File: src/rtl/addsub_pipe.sv
// addsub_pipe: two-stage pipelined W-bit add/subtract built from 4-bit lookahead slices.
// Optional signed saturation of the result is enabled by defining ADDSUB_SAT_EN.

module addsub_hcla4 (
    input  logic [3:0] i_a,
    input  logic [3:0] i_b,
    input  logic       i_cin,
    output logic [3:0] o_sum,
    output logic       o_g,
    output logic       o_p
);
    logic [3:0] w_g;
    logic [3:0] w_p;
    logic       w_c1;
    logic       w_c2;
    logic       w_c3;

    assign w_g  = i_a & i_b;
    assign w_p  = i_a ^ i_b;

    // Group G/P depend only on the operands so the second level can look ahead.
    assign o_g  = w_g[3] | (w_p[3] & w_g[2]) | (w_p[3] & w_p[2] & w_g[1])
                | (w_p[3] & w_p[2] & w_p[1] & w_g[0]);
    assign o_p  = &w_p;

    assign w_c1 = w_g[0] | (w_p[0] & i_cin);
    assign w_c2 = w_g[1] | (w_p[1] & w_g[0]) | (w_p[1] & w_p[0] & i_cin);
    assign w_c3 = w_g[2] | (w_p[2] & w_g[1]) | (w_p[2] & w_p[1] & w_g[0])
                | (w_p[2] & w_p[1] & w_p[0] & i_cin);

    assign o_sum = w_p ^ {w_c3, w_c2, w_c1, i_cin};
endmodule

module addsub_pipe #(
    parameter int unsigned W = 16
) (
    input  logic         clk,
    input  logic         rst,
    input  logic         in_valid,
    output logic         in_ready,
    input  logic [W-1:0] a,
    input  logic [W-1:0] b,
    input  logic         sub,
    output logic         out_valid,
    input  logic         out_ready,
    output logic [W-1:0] result,
    output logic         flag_n,
    output logic         flag_z,
    output logic         flag_c,
    output logic         flag_v
);
    localparam int unsigned NS = W / 4;

    logic         r_s1_valid;
    logic [W-1:0] r_s1_a;
    logic [W-1:0] r_s1_b;
    logic         r_s1_sub;

    logic         r_out_valid;
    logic [W-1:0] r_result;
    logic         r_flag_n;
    logic         r_flag_z;
    logic         r_flag_c;
    logic         r_flag_v;

    logic [W-1:0]  w_bx;
    logic [W-1:0]  w_sum;
    logic [W-1:0]  w_res;
    logic [NS-1:0] w_gg;
    logic [NS-1:0] w_gp;
    logic [NS:0]   w_c;
    logic          w_v;
    logic          w_s2_adv;
    logic          w_s1_adv;

    assign w_bx = r_s1_b ^ {W{r_s1_sub}};

    genvar k;
    for (k = 0; k < NS; k++) begin : g_slice
        addsub_hcla4 u_slice (
            .i_a   (r_s1_a[4*k +: 4]),
            .i_b   (w_bx[4*k +: 4]),
            .i_cin (w_c[k]),
            .o_sum (w_sum[4*k +: 4]),
            .o_g   (w_gg[k]),
            .o_p   (w_gp[k])
        );
    end

    // Second-level carry generator over the slice group G/P.
    always_comb begin
        w_c    = '0;
        w_c[0] = r_s1_sub;
        for (int unsigned i = 0; i < NS; i++) begin
            w_c[i+1] = w_gg[i] | (w_gp[i] & w_c[i]);
        end
    end

    assign w_v = (r_s1_a[W-1] == w_bx[W-1]) & (w_sum[W-1] != r_s1_a[W-1]);

`ifdef ADDSUB_SAT_EN
    localparam logic [W-1:0] SAT_MAX = {1'b0, {(W-1){1'b1}}};
    localparam logic [W-1:0] SAT_MIN = {1'b1, {(W-1){1'b0}}};
    assign w_res = w_v ? (r_s1_a[W-1] ? SAT_MIN : SAT_MAX) : w_sum;
`else
    assign w_res = w_sum;
`endif

    assign w_s2_adv = ~r_out_valid | out_ready;
    assign w_s1_adv = ~r_s1_valid | w_s2_adv;

    always_ff @(posedge clk) begin
        if (rst) begin
            r_s1_valid  <= 1'b0;
            r_s1_a      <= '0;
            r_s1_b      <= '0;
            r_s1_sub    <= 1'b0;
            r_out_valid <= 1'b0;
            r_result    <= '0;
            r_flag_n    <= 1'b0;
            r_flag_z    <= 1'b1;
            r_flag_c    <= 1'b0;
            r_flag_v    <= 1'b0;
        end else begin
            if (w_s2_adv) begin
                r_out_valid <= r_s1_valid;
                if (r_s1_valid) begin
                    r_result <= w_res;
                    r_flag_n <= w_res[W-1];
                    r_flag_z <= (w_res == '0);
                    r_flag_c <= w_c[NS];
                    r_flag_v <= w_v;
                end
            end
            if (w_s1_adv) begin
                r_s1_valid <= in_valid;
                if (in_valid) begin
                    r_s1_a   <= a;
                    r_s1_b   <= b;
                    r_s1_sub <= sub;
                end
            end
        end
    end

    assign in_ready  = w_s1_adv;
    assign out_valid = r_out_valid;
    assign result    = r_result;
    assign flag_n    = r_flag_n;
    assign flag_z    = r_flag_z;
    assign flag_c    = r_flag_c;
    assign flag_v    = r_flag_v;
endmodule

File: config.mk
export PLATFORM = sky130hd
export DESIGN_NAME = addsub_pipe
export DESIGN_NICKNAME = d
export VERILOG_FILES = /design/src/rtl/addsub_pipe.sv
export SDC_FILE = /design/constraint.sdc
export NUM_CORES = 1
export LEC_CHECK = 0
export CORE_MARGIN = 10
export CORE_UTILIZATION = 25
export CTS_BUF_LIST = sky130_fd_sc_hd__clkbuf_4
export DETAILED_ROUTE_END_ITERATION = 10
export SYNTH_ARGS = -nofsm -noshare
export SYNTH_HDL_FRONTEND = slang
export SYNTH_SLANG_ARGS = --single-unit
File: constraint.sdc
create_clock -name clk -period 9.69 [get_ports clk]
set_input_delay 1.4535 -clock clk [delete_from_list [all_inputs] [get_ports clk]]
set_output_delay 1.4535 -clock clk [all_outputs]
set_load 0.005 [all_outputs]
==> run_results.csv <==
group,metric,value,unit
yosys,avgSynthCellArea,8.240,um2
yosys,ys_seq_area_share,36.75,%
placement,hpwl,5844,um
pwr,p_int,0.3226,mW
sta,fin_skew,0.01162,ns
critical_path,cp-start-kind,"input pin",
floorplan,die_area,16500,um2
pwr,switchingPower,0.1439,mW
critical_path,r2r_slack,5.54,ns
sta,setup_viol,0,
clock_network,cts_buffers,5,
critical_path,cpMaxStageDelayCell,"clkdlybuf4s50_1",
global_route,grt_max_degree,59,
sta,fmax,239.8,MHz
floorplan,die_h,128.5,um
sta,rsz0062_at_grt,"no",
sta,hold_viol,0,
yosys,ys_types,54,
route,wire_per_inst,13.76,um
layout,layout.nets,458,
pwr,p_clk_share,20.6,%
layout,fillers,1230,
pwr,powerDensity,128.5,nW/um2
global_route,grt.total_usage,8.952,%
clock_network,cts_tree,"yes",
global_route,antenna_found_initial,0,
layout,drive_gt1_share,5.955,%
route,drt_wl_total,7511,um
clock_network,htreeDepth,2,
floorplan,ios,59,
floorplan,start_util,25.65,%
yosys,synth_fp_nets,413,
critical_path,worstPathMaxFanout,5,
critical_path,critPathCaptureType,"output pin",
placement,placed_area,3582,um2
min_path,hold_class,"flip-flop to flip-flop",
layout,syn_to_final_growth,23.44,%
critical_path,max_stage_delay,0.47,ns
yosys,ys_ff_latch,54,
clock_network,path_clk_slew,0.15,ns
sta,finalCritPeriodShare,43.03,%
clock_network,cts_resized,0,
global_route,grt_pass1_wl,12350,um
sta,slew_headroom,25.78,%
critical_path,crit_path_cell_trace,"clkdlybuf4s50_1, nor2b_1, nand2_1, clkdlybuf4s50_1",
sta,period_minus_slack,4.170,ns
clock_network,hold_buffers,0,
pwr,p_leak,1.480,nW
layout,antenna_cells,0,
route,detail-route-antenna-nets,0,
pwr,p_sw_share,30.85,%
global_route,gr-total-overflow,0,
clock_network,clk_latency,0.37,ns
sta,slew_violations,0,
yosys,netlist_instances,357,
job,drv_cap,0,
clock_network,clk_path_buf_depth,2,
route,vias,2525,
outcome,status,"complete, no violations",
route,dr.pass1.iters,4,
critical_path,critical_path_class,"input pin to output pin",
floorplan,core_area,11470,um2
global_route,grt_pass1_vias,2609,
floorplan,die_x,128.5,um
pwr,vdd.ir_drop.worst,0.05533,mV
route,drc,0,
floorplan,num_rows,39,
pwr,power_frac_seq,52.8,%
placement,gp_congestion,0.8015,
critical_path,crit_arrival,2.72,ns
clock_network,postCtsSetupBuffers,0,
clock_network,clock_sinks,54,
sta,worstMarginPinSlew,1.111,ns
layout,final_area,3631,um2
clock_network,cts-root-buf,"clkbuf_4",
sta,fin_setup_tns,0,ns
yosys,netlist_area,2942,um2
pwr,combPwrFrac,26.6,%
route,via_per_inst,4.625,
yosys,synth_warnings,0,
critical_path,crit_required,8.24,ns
route,drt-initial-drc-count,170,
placement,portBuffers,58,
critical_path,cpMostUsedCell,"clkdlybuf4s50_1",
[synthesized netlist by cell type (all sizes together)]
cell type | number | area [um2]
a31oi | 3 | 25.02
dfxtp | 54 | 1081
and3 | 3 | 23.77
nor2 | 21 | 78.83
nand3 | 8 | 45.04
o21ai | 6 | 30.03
nand2 | 84 | 315.3
a21oi | 48 | 240.2
mux2i | 1 | 10.01
ha | 16 | 200.2
a221oi | 1 | 15.01
o21a | 2 | 16.27
fa | 3 | 60.06
a41oi | 1 | 16.27
xnor2 | 6 | 52.55
nor4 | 1 | 6.260
buf | 5 | 31.28
or3 | 5 | 36.28
o32ai | 2 | 17.52
a21o | 7 | 56.31
or2b | 1 | 8.760
nand2b | 1 | 6.260
o211a | 1 | 10.01
or2 | 1 | 6.260
nand3b | 4 | 30.03
a31o | 1 | 8.760
a211oi | 8 | 70.06
or4b | 1 | 10.01
inv | 6 | 22.52
nor2b | 3 | 18.77
xor2 | 22 | 192.7
and2 | 1 | 6.260
a22oi | 1 | 7.510
clkbuf | 16 | 90.09
a311oi | 1 | 8.760
nand4b | 1 | 8.760
nor4bb | 1 | 10.01
nand4 | 2 | 12.51
nor3 | 4 | 20.02
and4 | 2 | 18.77
a211o | 2 | 17.52
[placed cells by master, fill, tap and decap left out, types with 5 or more instances in the layout]
cell type	n
clkdlybuf4s50_1	57
nand3_1	7
a211oi_1	6
nand2_1	84
ha_1	16
xor2_1	22
clkbuf_4	5
a21oi_1	48
inv_1	6
dfxtp_1	54
nor2_1	21
xnor2_1	6
[registers in the layout (all words and copies together), names as in the netlist]
register and count:
flag_c 1, r_s1_sub 1, out_valid 1, r_s1_a 16
result 16, r_s1_b 16, flag_z 1, flag_v 1
r_s1_valid 1
[metal layers]
metal / global-route usage (%) / part of all wire, % / vias up
li1: - / - / 1312
met2: 14.30 / 42 / 62
met1: 11.45 / 49 / 1144
met5: 0 / 0 / -
met3: 3.039 / 7.2 / 7
met4: 1.854 / 0.95 / 0
[power groups by stage]
stage | clock network, mW | registers (mW) | logic (mW)
floorplan | 0 | 0.248 | 0.0825
global placement | 0 | 0.251 | 0.123
detailed placement | 0 | 0.252 | 0.125
CTS | 0.0992 | 0.247 | 0.125
global route | 0.108 | 0.248 | 0.139
finish | 0.0959 | 0.246 | 0.124
[kinds of logic (layout without fill, tap and decap cells)]
family / count (synthesis) / in the layout / synth area share, %
compound gates: 84 / 84 / 18.33
xor+xnor: 28 / 28 / 8.337
fa+ha+maj: 19 / 19 / 8.847
buf+inv: 27 / 73 / 4.892
flops: 54 / 54 / 36.75
mux: 1 / 1 / 0.3403
simple gates: 144 / 144 / 22.50
[final cells by class]
class / instances / area, um2 / area share [%]
repair buffers: 59 / 583.1 / 16.06
well taps: 143 / 178.9 / 4.928
clock buffers: 5 / 37.54 / 1.034
flip-flops and latches: 54 / 1081 / 29.77
inverters: 6 / 22.52 / 0.6203
clock inverters: 3 / 11.26 / 0.3101
multi-input cells: 276 / 1717 / 47.28
[stage by stage]
step,power [mW],hold WS [ns],worst slack (ns),util [%],std cells
global placement,0.3741,0.4425,5.578,31.24,538
detailed placement,0.3763,0.4478,5.527,31.24,538
floorplan,0.3304,0.4400,5.909,-,357
global route,0.4949,0.4981,5.221,31.66,546
finish,0.4665,0.4673,5.520,31.66,546
CTS,0.4713,0.4704,5.517,31.66,546
[path summary, 6_finish.rpt]
| path | endpoint | startpoint | cells after the start |
|---|---|---|---|
| worst min register to register | result[9] | result[9] | 2 |
| worst max register to register | flag_z | r_s1_sub | 13 |
| worst max-delay path | in_ready | out_ready | 4 |
| worst min-delay path | result[9] | result[9] | 2 |
[worst max-delay path: cells and delay by family]
family,cells,cell delay [ns]
simple gates,2,0.40
buf+inv,2,0.86
No activity file was read; power rests on OpenSTA's default activity.
